<file path="src/rtl/hilo_md_pkg.sv">
// Shared definitions for the HI/LO multiply/divide sequencer: op encodings,
// FSM states, divide latency and small sign-handling helpers.
package hilo_md_pkg;

    localparam logic [1:0] OP_MULT  = 2'b00;
    localparam logic [1:0] OP_MULTU = 2'b01;
    localparam logic [1:0] OP_DIV   = 2'b10;
    localparam logic [1:0] OP_DIVU  = 2'b11;

    // 32 restoring iterations plus one sign fix-up cycle
    localparam int unsigned DIV_LAT = 33;

    typedef enum logic [1:0] {
        ST_IDLE = 2'd0,
        ST_MUL  = 2'd1,
        ST_DIV  = 2'd2,
        ST_FIX  = 2'd3
    } md_state_e;

    function automatic logic [31:0] mag32(input logic [31:0] v, input logic is_signed);
        return (is_signed && v[31]) ? (32'd0 - v) : v;
    endfunction

    function automatic logic [31:0] neg_if(input logic [31:0] v, input logic negate);
        return negate ? (32'd0 - v) : v;
    endfunction

endpackage

</file>
<file path="src/rtl/hilo_md_if.sv">
// EX-stage request / HI-LO status bundle between the pipeline and the sequencer.
interface hilo_md_if;
    logic        start;
    logic [1:0]  op;
    logic [31:0] src_a;
    logic [31:0] src_b;
    logic        mthi;
    logic        mtlo;
    logic [31:0] wdata;
    logic        mf_req;
    logic        busy;
    logic        stall;
    logic        done;
    logic [31:0] HI;
    logic [31:0] LO;

    modport master (
        output start, op, src_a, src_b, mthi, mtlo, wdata, mf_req,
        input  busy, stall, done, HI, LO
    );

    modport slave (
        input  start, op, src_a, src_b, mthi, mtlo, wdata, mf_req,
        output busy, stall, done, HI, LO
    );
endinterface

</file>
<file path="src/rtl/md_div_iter.sv">
// Unsigned restoring divider datapath: one quotient bit per step on magnitudes.
module md_div_iter (
    input  logic        clk,
    input  logic        rst,
    input  logic        load_i,
    input  logic        step_i,
    input  logic [31:0] dividend_i,
    input  logic [31:0] divisor_i,
    output logic [31:0] quot_o,
    output logic [31:0] rem_o
);
    logic [31:0] quot_q, quot_d;
    logic [31:0] rem_q, rem_d;
    logic [31:0] dvs_q, dvs_d;
    logic [32:0] rem_sh_s;
    logic [32:0] diff_s;

    // Trial subtraction; bit 32 of the difference flags a negative result.
    always_comb begin
        rem_sh_s = {rem_q, quot_q[31]};
        diff_s   = rem_sh_s - {1'b0, dvs_q};
        quot_d   = quot_q;
        rem_d    = rem_q;
        dvs_d    = dvs_q;
        if (load_i) begin
            quot_d = dividend_i;
            rem_d  = 32'd0;
            dvs_d  = divisor_i;
        end else if (step_i) begin
            if (!diff_s[32]) begin
                rem_d  = diff_s[31:0];
                quot_d = {quot_q[30:0], 1'b1};
            end else begin
                rem_d  = rem_sh_s[31:0];
                quot_d = {quot_q[30:0], 1'b0};
            end
        end else begin
            quot_d = quot_q;
        end
    end

    // Divider state registers.
    always_ff @(posedge clk or posedge rst) begin
        if (rst) begin
            quot_q <= 32'd0;
            rem_q  <= 32'd0;
            dvs_q  <= 32'd0;
        end else begin
            quot_q <= quot_d;
            rem_q  <= rem_d;
            dvs_q  <= dvs_d;
        end
    end

    assign quot_o = quot_q;
    assign rem_o  = rem_q;

endmodule

</file>
<file path="src/rtl/hilo_md_ctrl.sv">
// HI/LO sequencer: runs MULT/MULTU/DIV/DIVU over several cycles, owns HI/LO,
// services MTHI/MTLO and stalls the pipeline while an operation is in flight.
module hilo_md_ctrl
    import hilo_md_pkg::*;
#(
    parameter int unsigned MUL_LAT = 4
) (
    input  logic     clk,
    input  logic     rst,
    hilo_md_if.slave md
);
    localparam logic [4:0] MUL_CNT = 5'(MUL_LAT - 1);
    localparam logic [4:0] DIV_CNT = 5'(DIV_LAT - 2);

    md_state_e   state_q, state_d;
    logic [4:0]  cnt_q, cnt_d;
    logic [1:0]  op_q, op_d;
    logic [31:0] a_q, a_d;
    logic [31:0] b_q, b_d;
    logic [31:0] hi_q, hi_d;
    logic [31:0] lo_q, lo_d;
    logic        done_q, done_d;

    logic        div_load_s;
    logic        div_step_s;
    logic        in_signed_s;
    logic        op_signed_s;
    logic [31:0] quot_s;
    logic [31:0] rem_s;
    logic signed [63:0] ext_a_s;
    logic signed [63:0] ext_b_s;
    logic signed [63:0] prod_s;

    assign in_signed_s = (md.op == OP_DIV);
    assign op_signed_s = (op_q == OP_MULT) || (op_q == OP_DIV);

    // Same 64x64 product serves both signednesses via the extension bits.
    assign ext_a_s = {{32{op_signed_s & a_q[31]}}, a_q};
    assign ext_b_s = {{32{op_signed_s & b_q[31]}}, b_q};
    assign prod_s  = ext_a_s * ext_b_s;

    md_div_iter u_div (
        .clk        (clk),
        .rst        (rst),
        .load_i     (div_load_s),
        .step_i     (div_step_s),
        .dividend_i (mag32(md.src_a, in_signed_s)),
        .divisor_i  (mag32(md.src_b, in_signed_s)),
        .quot_o     (quot_s),
        .rem_o      (rem_s)
    );

    // Next-state, operand capture and HI/LO update.
    always_comb begin
        state_d    = state_q;
        cnt_d      = cnt_q;
        op_d       = op_q;
        a_d        = a_q;
        b_d        = b_q;
        hi_d       = hi_q;
        lo_d       = lo_q;
        done_d     = 1'b0;
        div_load_s = 1'b0;
        div_step_s = 1'b0;
        case (state_q)
            ST_IDLE: begin
                if (md.start) begin
                    op_d       = md.op;
                    a_d        = md.src_a;
                    b_d        = md.src_b;
                    div_load_s = md.op[1];
                    cnt_d      = md.op[1] ? DIV_CNT : MUL_CNT;
                    state_d    = md.op[1] ? ST_DIV : ST_MUL;
                end else begin
                    hi_d = md.mthi ? md.wdata : hi_q;
                    lo_d = md.mtlo ? md.wdata : lo_q;
                end
            end
            ST_MUL: begin
                if (cnt_q == 5'd0) begin
                    hi_d    = prod_s[63:32];
                    lo_d    = prod_s[31:0];
                    done_d  = 1'b1;
                    state_d = ST_IDLE;
                end else begin
                    cnt_d = cnt_q - 5'd1;
                end
            end
            ST_DIV: begin
                div_step_s = 1'b1;
                if (cnt_q == 5'd0) begin
                    state_d = ST_FIX;
                end else begin
                    cnt_d = cnt_q - 5'd1;
                end
            end
            ST_FIX: begin
                // Zero divisor bypasses the magnitudes: all-ones quotient, dividend as remainder.
                if (b_q == 32'd0) begin
                    lo_d = 32'hFFFF_FFFF;
                    hi_d = a_q;
                end else begin
                    lo_d = neg_if(quot_s, op_signed_s & (a_q[31] ^ b_q[31]));
                    hi_d = neg_if(rem_s, op_signed_s & a_q[31]);
                end
                done_d  = 1'b1;
                state_d = ST_IDLE;
            end
            default: begin
                state_d = ST_IDLE;
                cnt_d   = 5'd0;
            end
        endcase
    end

    // Sequencer state and architectural HI/LO registers.
    always_ff @(posedge clk or posedge rst) begin
        if (rst) begin
            state_q <= ST_IDLE;
            cnt_q   <= 5'd0;
            op_q    <= 2'b00;
            a_q     <= 32'd0;
            b_q     <= 32'd0;
            hi_q    <= 32'd0;
            lo_q    <= 32'd0;
            done_q  <= 1'b0;
        end else begin
            state_q <= state_d;
            cnt_q   <= cnt_d;
            op_q    <= op_d;
            a_q     <= a_d;
            b_q     <= b_d;
            hi_q    <= hi_d;
            lo_q    <= lo_d;
            done_q  <= done_d;
        end
    end

    assign md.busy  = (state_q != ST_IDLE);
    assign md.stall = md.busy & (md.start | md.mthi | md.mtlo | md.mf_req);
    assign md.done  = done_q;
    assign md.HI    = hi_q;
    assign md.LO    = lo_q;

endmodule

</file>
<file path="src/flat_wrapper.sv">
// flat-port wrapper written by rule: the top's interface ports become plain ports
module hilo_md_ctrl_flat import hilo_md_pkg::*;
#(
    parameter int unsigned MUL_LAT = 4
)
  (clk, rst, md_start, md_op, md_src_a, md_src_b, md_mthi, md_mtlo, md_wdata, md_mf_req, md_busy, md_stall, md_done, md_HI, md_LO);
  hilo_md_if md_i ();
  input  logic clk;
  input  logic rst;
  input wire logic [$bits(md_i.start)-1:0] md_start;
  input wire logic [$bits(md_i.op)-1:0] md_op;
  input wire logic [$bits(md_i.src_a)-1:0] md_src_a;
  input wire logic [$bits(md_i.src_b)-1:0] md_src_b;
  input wire logic [$bits(md_i.mthi)-1:0] md_mthi;
  input wire logic [$bits(md_i.mtlo)-1:0] md_mtlo;
  input wire logic [$bits(md_i.wdata)-1:0] md_wdata;
  input wire logic [$bits(md_i.mf_req)-1:0] md_mf_req;
  output wire logic [$bits(md_i.busy)-1:0] md_busy;
  output wire logic [$bits(md_i.stall)-1:0] md_stall;
  output wire logic [$bits(md_i.done)-1:0] md_done;
  output wire logic [$bits(md_i.HI)-1:0] md_HI;
  output wire logic [$bits(md_i.LO)-1:0] md_LO;
  assign md_i.start = md_start;
  assign md_i.op = md_op;
  assign md_i.src_a = md_src_a;
  assign md_i.src_b = md_src_b;
  assign md_i.mthi = md_mthi;
  assign md_i.mtlo = md_mtlo;
  assign md_i.wdata = md_wdata;
  assign md_i.mf_req = md_mf_req;
  assign md_busy = md_i.busy;
  assign md_stall = md_i.stall;
  assign md_done = md_i.done;
  assign md_HI = md_i.HI;
  assign md_LO = md_i.LO;
  hilo_md_ctrl #(.MUL_LAT(MUL_LAT)) u_core (.clk(clk), .rst(rst), .md(md_i));
endmodule
</file>
<file path="config.mk">
export PLATFORM = sky130hd
export DESIGN_NAME = hilo_md_ctrl_flat
export DESIGN_NICKNAME = d
export VERILOG_FILES = /design/src/rtl/hilo_md_pkg.sv /design/src/rtl/hilo_md_if.sv /design/src/rtl/md_div_iter.sv /design/src/rtl/hilo_md_ctrl.sv /design/src/flat_wrapper.sv
export SDC_FILE = /design/constraint.sdc
export NUM_CORES = 2
export LEC_CHECK = 0
export BUFFER_PORTS_ARGS = -buffer_cell sky130_fd_sc_hd__buf_2
export CORE_AREA = 2 2 345 347
export CTS_CLUSTER_SIZE = 10
export DETAILED_ROUTE_END_ITERATION = 6
export DIE_AREA = 0 0 347 349
export HOLD_SLACK_MARGIN = 0.08
export PLACE_DENSITY = 0.64
export SYNTH_ARGS = -nofsm -noshare
export SYNTH_HDL_FRONTEND = slang
export SYNTH_HIERARCHICAL = 1
export SYNTH_SLANG_ARGS = --single-unit
</file>
<file path="constraint.sdc">
create_clock -name clk -period 8.31 [get_ports clk]
set_clock_uncertainty 0.2 [all_clocks]
set_input_delay 0 -clock clk [delete_from_list [all_inputs] [get_ports clk]]
set_output_delay 0 -clock clk [all_outputs]
set_load 0.03 [all_outputs]
</file>
=== Word level (Yosys, flattened, before mapping) ===
Cells that the tools add are included.

* Bits in registers: 234
* Bits of input ports: 104
* Output and inout bits: 67

* $add $sub $neg: 6
* $mul: 1
* Equal/unequal tests: 12
* Mux-type cells: 34
* Bitwise logic cells: 8
* Reductions and logical operators: 17

{| class="wikitable"
|+ Operators with widths
! kind !! count
|-
| $mux 32 || 17
|-
| $pmux 32 s3 || 2
|-
| $sub 1x32->32 const A || 4
|-
| $mul 33x33->64 || 1
|-
| $sub 33x32->33 || 1
|-
| $logic_not 32->1 || 1
|-
| $mux 5 || 3
|-
| $ne 2x2->1 const B || 5
|-
| $pmux 5 s2 || 1
|-
| $eq 2x2->1 const B || 4
|-
| $mux 2 || 4
|-
| $pmux 2 s4 || 1
|-
| $reduce_and 4->1 || 2
|-
| $reduce_and 3->1 || 2
|-
| $reduce_bool 2->1 || 3
|-
| $logic_not 5->1 || 1
|-
| $mux 1 || 5
|-
| $sub 5x1->5 const B || 1
|-
| $and 1x1->1 || 4
|-
| $logic_not 2->1 || 2
|-
| $ne 2x1->1 const B || 2
|-
| $or 1x1->1 || 3
|-
| $reduce_bool 3->1 || 1
|-
| $eq 2x1->1 const B || 1
|-
| 6 further kinds || 7
|}

=== Depth between registers and ports, before layout ===
* Depth in word-level cells: 6
* Gate-level depth with buffers: 33
* Mapped depth without buffers: 28

=== By module ===
Netlist, hierarchy kept.

{| class="wikitable"
|+ By module, submodules not included
! module !! times used !! cells each !! area each (µm²)
|-
| hilo_md_ctrl || 1 || 5315 || 47381.7
|-
| md_div_iter || 1 || 716 || 6336.1
|}

=== Worst setup path before layout ===
No wires, ideal clock.

* Path type: register to register
* From: register u_core.a_q[31]
* To: register u_core.hi_q[31] (netlist: u_core/md.HI[31])
* Library setup time: 0.118 ns
* Data arrival time: 8.645 ns
* Data required time: 7.992 ns
* Path slack: -0.653 ns
* Stages on the path, launching flop included: 34
* Buffers on the path: 5
* Cell sequence: dfrtp_1 > clkbuf_1 > nor2b_1 > clkbuf_1 > clkbuf_1 > clkbuf_1 > nand2_1 > inv_1 > fa_1 > inv_1 > fa_1 > inv_1 > fa_1 > fa_1 > inv_1 > fa_1 > inv_1 > fa_1 > inv_1 > fa_1 > fa_1 > inv_1 > ha_1 > clkbuf_1 > a21o_1 > a21o_1 > a21o_1 > a211oi_1 > nor2_1 > or4_1 > a31o_2 > a41oi_1 > o22ai_1 > a21o_1

* Cells in the longest elaborated chain, start to end: 4

{| class="wikitable"
|+ Ends and longest elaborated chain
! what !! line !! RTL
|-
| start: declaration || hilo_md_ctrl.sv:18 || <nowiki>logic [31:0] a_q, a_d;</nowiki>
|-
| start signal: assignment || hilo_md_ctrl.sv:122 || <nowiki>a_q <= 32'd0;</nowiki>
|-
| start signal: assignment || hilo_md_ctrl.sv:131 || <nowiki>a_q <= a_d;</nowiki>
|-
| $and 1x1->1 || hilo_md_ctrl.sv:38, hilo_md_ctrl.sv:104 ||
|-
| $mul 33x33->64 / $mux 32 (equally long branches) || hilo_md_ctrl.sv:40, hilo_md_pkg.sv:25 ||
|-
| $mux 32, on equally long branches || hilo_md_ctrl.sv:80, hilo_md_ctrl.sv:99 ||
|-
| $pmux 32 s3 (*) || hilo_md_ctrl.sv:65 || <nowiki>case (state_q)</nowiki>
|-
| end signal: assignment || hilo_md_ctrl.sv:133 || <nowiki>hi_q <= hi_d;</nowiki>
|-
| end: declaration || hilo_md_ctrl.sv:20 || <nowiki>logic [31:0] hi_q, hi_d;</nowiki>
|}

Every way passes the cells marked *; elsewhere a longest branch is shown, timed or not. The select of a mux whose other input is x is not followed.
A chain may end at the register's enable or synchronous reset.

=== Final worst setup path ===
* From: register u_core.op_q[0]
* To: register u_core.hi_q[28] (netlist: u_core/md.HI[28])

* Cells in the longest elaborated chain, start to end: 6

{| class="wikitable"
|+ Ends and longest elaborated chain
! what !! line !! RTL
|-
| start: declaration || hilo_md_ctrl.sv:17 || <nowiki>logic [1:0] op_q, op_d;</nowiki>
|-
| start signal: assignment || hilo_md_ctrl.sv:130 || <nowiki>op_q <= op_d;</nowiki>
|-
| $eq 2x2->1 / $logic_not 2->1 (equally long branches) || hilo_md_ctrl.sv:35 || <nowiki>assign op_signed_s = (op_q == OP_MULT) || (op_q == OP_DIV);</nowiki>
|-
| $logic_or 1x1->1 (*) || hilo_md_ctrl.sv:35 ||
|-
| $and 1x1->1, on equally long branches || hilo_md_ctrl.sv:38, hilo_md_ctrl.sv:104, hilo_md_ctrl.sv:39 ||
|-
| $mul 33x33->64 / $mux 32 (equally long branches) || hilo_md_ctrl.sv:40, hilo_md_pkg.sv:25 ||
|-
| $mux 32, on equally long branches || hilo_md_ctrl.sv:80, hilo_md_ctrl.sv:99 ||
|-
| $pmux 32 s3 (*) || hilo_md_ctrl.sv:65 ||
|}

Marks and branches as above.

==> impl_metrics.yaml <==
outcome:
  status: "complete, no violations"
critical_path:
  critPathRequiredTime_ns: 8.63
  cp-end-kind: "flop"
  ff2ff_setup_slack_ns: 0.18
  path_buf_inv: 8
  cp_common_cell: "fa_1"
  worstPathArrival_ns: 8.45
  crit_family: "adder cells"
  max_stage_delay_ns: 0.59
  cpMaxStageDelayCell: "fa_2"
  crit_path_max_fanout: 7
  start_kind: "flop"
  worstSetupPathType: "reg -> reg"
clocking:
  htreeDepth: 1
  clock_latency_ns: 0.59
  clk_pin_slew_ns: 0.06
  cts_tree: "done"
  cts_buffer_depth: 3
  cts.sinks: 233
  numCtsBuffers: 30
  root_buffer: "clkbuf_16"
grt:
  grt_max_degree: 92
  track_usage_pct: 29.0
  grt_overflow: 0
  grt_pass1_wl_um: 270000
  antenna_found_initial: 9
  first_global_vias: 45400
routing:
  vias: 43300
  first_pass_iters: 6
  via_per_inst: 5.53
  route.detailed.drc: 0
  drt_first_iter_violations: 3460
  wire_per_inst_um: 22.0
  wl_um: 173000
  ant_nets: 0
timing:
  fin_tns_setup_ns: 0
  timing.fmax_ghz: 0.123
  post-route-period-util_pct: 97.8
  final_hold_viol_count: 0
  worstMarginPinSlew_ns: 1.12
  slew_headroom_pct: 25.7
  drv_slew: 0
  setup-violations-final: 0
  period_needed_ns: 8.13
logic_synthesis:
  synth_flop_cell: "dfrtp_1"
  synth_cell_type_count: 107
  synth_area_leader_cell: "fa_1"
  yosys_warnings: 6
  synth_seq_cells: 233
  synthesis.nets: 7516
  ys_seq_area_share_pct: 10.9
  netlist_instances: 6031
  ys_top_cells_by_area: "fa_1 (42%), dfrtp_1 (11%), inv_1 (8.4%)"
  syn_avg_cell_area_um2: 8.91
  synthArstFlopShare_pct: 100
  synth-edff-count: 0
  netlist_area_mm2: 0.0537
  yosys.area.top_type_share_pct: 42.0
job:
  maxCapViolations: 0
floorplanning:
  dieArea_mm2: 0.121
  die_h_um: 349
  die_x_um: 347
  start_util_pct: 45.7
  num_rows: 126
  fp.coreArea_mm2: 0.117
  io_pins: 171
finish:
  nFillCells: 10900
  fin_nets: 7752
  drive_above_1_share_pct: 11.6
  area_growth_pct: 12.1
place:
  port_buffers: 170
  dp_hpwl_um: 141000
  gp_congestion: 0.970
hold_path:
  hold_class: "in -> reg"
metrics by stage:
stage / instances / setup slack, ns / hold WS, ns / util [%] / instance area, µm²
after CTS: 7807 / 0.0253 / 0.0834 / 51.0 / 59800
final: 7826 / 0.183 / 0.112 / 51.3 / 60200
after global routing: 7821 / -0.0501 / 0.115 / 51.3 / 60200
after floorplan: 6031 / -0.107 / -0.0734 / - / 53800
after global placement: 7636 / -0.176 / -0.158 / 49.1 / 57700
after detailed placement: 7636 / -0.163 / -0.145 / 49.1 / 57700
cell families after synthesis:
kind of cell | count (synthesis) | share of synthesized area (%)
AOI/OAI and AO/OA | 721 | 9.07
buffers and inverters | 1576 | 11.1
muxes | 102 | 2.05
and+or+nand+nor | 1812 | 15.6
DFF | 233 | 10.9
adders and majority gates | 1381 | 47.9
xor gates and xnor gates | 206 | 3.36
cell usage after synthesis (40+ instances only):
cell type  instances
inv_1           1200
mux2_2            61
a21oi_1          154
xnor2_1          130
nor2_1           203
and2_1           379
clkbuf_1         354
ha_1             255
nand2_1          979
fa_1            1126
xor2_1            76
dfrtp_1          233
a21o_1            44
o21ai_0          203
mux2i_1           40
a31oi_1           43
nor3_1            41
worst reg2reg max path, stage by stage (launching register included):
cell	delay, ns
dfrtp_1	0.42
nor2b_4	0.22
buf_6	0.16
and2_1	0.19
fa_1	0.48
fa_1	0.52
fa_2	0.59
clkinvlp_4	0.20
buf_4	0.20
fa_1	0.47
inv_1	0.05
fa_1	0.48
fa_1	0.46
fa_1	0.59
inv_1	0.07
fa_1	0.52
inv_1	0.06
ha_1	0.31
buf_4	0.17
a21oi_1	0.17
o21ai_1	0.18
nand3b_1	0.31
a21oi_2	0.26
buf_4	0.16
o21ai_0	0.14
or3_1	0.40
nand3_1	0.09
metal layers:
metal,up-vias,wire length [µm],GRT usage [%]
met1,22400,71900,40.2
met2,1745,79400,46.0
met4,2,6500,9.41
met3,302,14700,5.51
met5,-,14,0
li1,18800,-,-
what timing repair did:
action	CTS	global route
cloned	0	1
setup buffers	0	13
pin swaps	0	19
hold buffers	121	0
resized for setup	7	76
endpoints found under the setup margin	7	25
endpoints found under the hold margin	373	0
placed cells by master, fill, tap and decap left out, types with 13 or more instances in the layout:
cell type / instances
dlygate4sd3_1: 121
clkbuf_16: 32
inv_1: 1188
o21a_1: 15
nand4_1: 19
a21oi_1: 143
nand2_1: 976
nor3_1: 39
a41oi_1: 25
o21ai_0: 196
nor2b_1: 15
ha_1: 250
nand2_2: 18
buf_12: 45
mux2i_1: 40
and2_1: 378
fa_1: 1115
nor4_1: 22
o21ai_1: 14
xnor2_1: 129
dfrtp_1: 217
and3_1: 14
nand3_1: 39
a311oi_2: 18
buf_2: 170
nand2b_1: 21
buf_4: 236
o31ai_1: 25
a31oi_1: 43
a21o_1: 44
dfrtp_2: 16
a22oi_1: 13
nor2_1: 199
xor2_1: 75
o211ai_1: 26
mux2_2: 61
sequential cells by signal, indices dropped and copies added (netlist names):
signal / count
u_core/u_div/dvs_q: 32
u_core/md.done: 1
u_core/u_div/rem_o: 32
u_core/cnt_q: 5
u_core/u_div/quot_o: 32
u_core/a_q: 32
u_core/state_q: 2
u_core/op_q: 1
u_core/b_q: 32
u_core/md.HI: 32
u_core/md.LO: 32
layout make-up:
cell class                      instances  area (µm²)  share of cell area (%)
Multi-Input combinational cell       4222       42200                    70.0
Sequential cell                       233        5850                    9.71
Timing Repair Buffer                  580        4840                    8.03
Inverter                             1200        4520                    7.51
Tap cell                             1536        1920                    3.19
Clock buffer                           45         888                    1.47
Clock inverter                          5        27.5                  0.0457
Antenna cell                            5        12.5                  0.0208
path summary, 6_finish.rpt:
path                                                    from                           endpoint  cells after the start
worst min register to register  u_core/md.LO[31]$_DFFE_PP0P_       u_core/md.LO[31]$_DFFE_PP0P_                      1
worst max register to register    u_core/op_q[0]$_DFFE_PP0P_       u_core/md.HI[28]$_DFFE_PP0P_                     26
max in group asynchronous                                rst         u_core/a_q[16]$_DFFE_PP0P_                      5
worst min-delay path                            md_src_b[30]         u_core/b_q[30]$_DFFE_PP0P_                      3
min in group asynchronous                                rst  u_core/u_div/rem_o[7]$_DFFE_PP0P_                      4
worst max-delay path              u_core/op_q[0]$_DFFE_PP0P_       u_core/md.HI[28]$_DFFE_PP0P_                     26
Power is not shown: default switching activity piles up to over one toggle a cycle in this logic, so the estimate is an artifact.
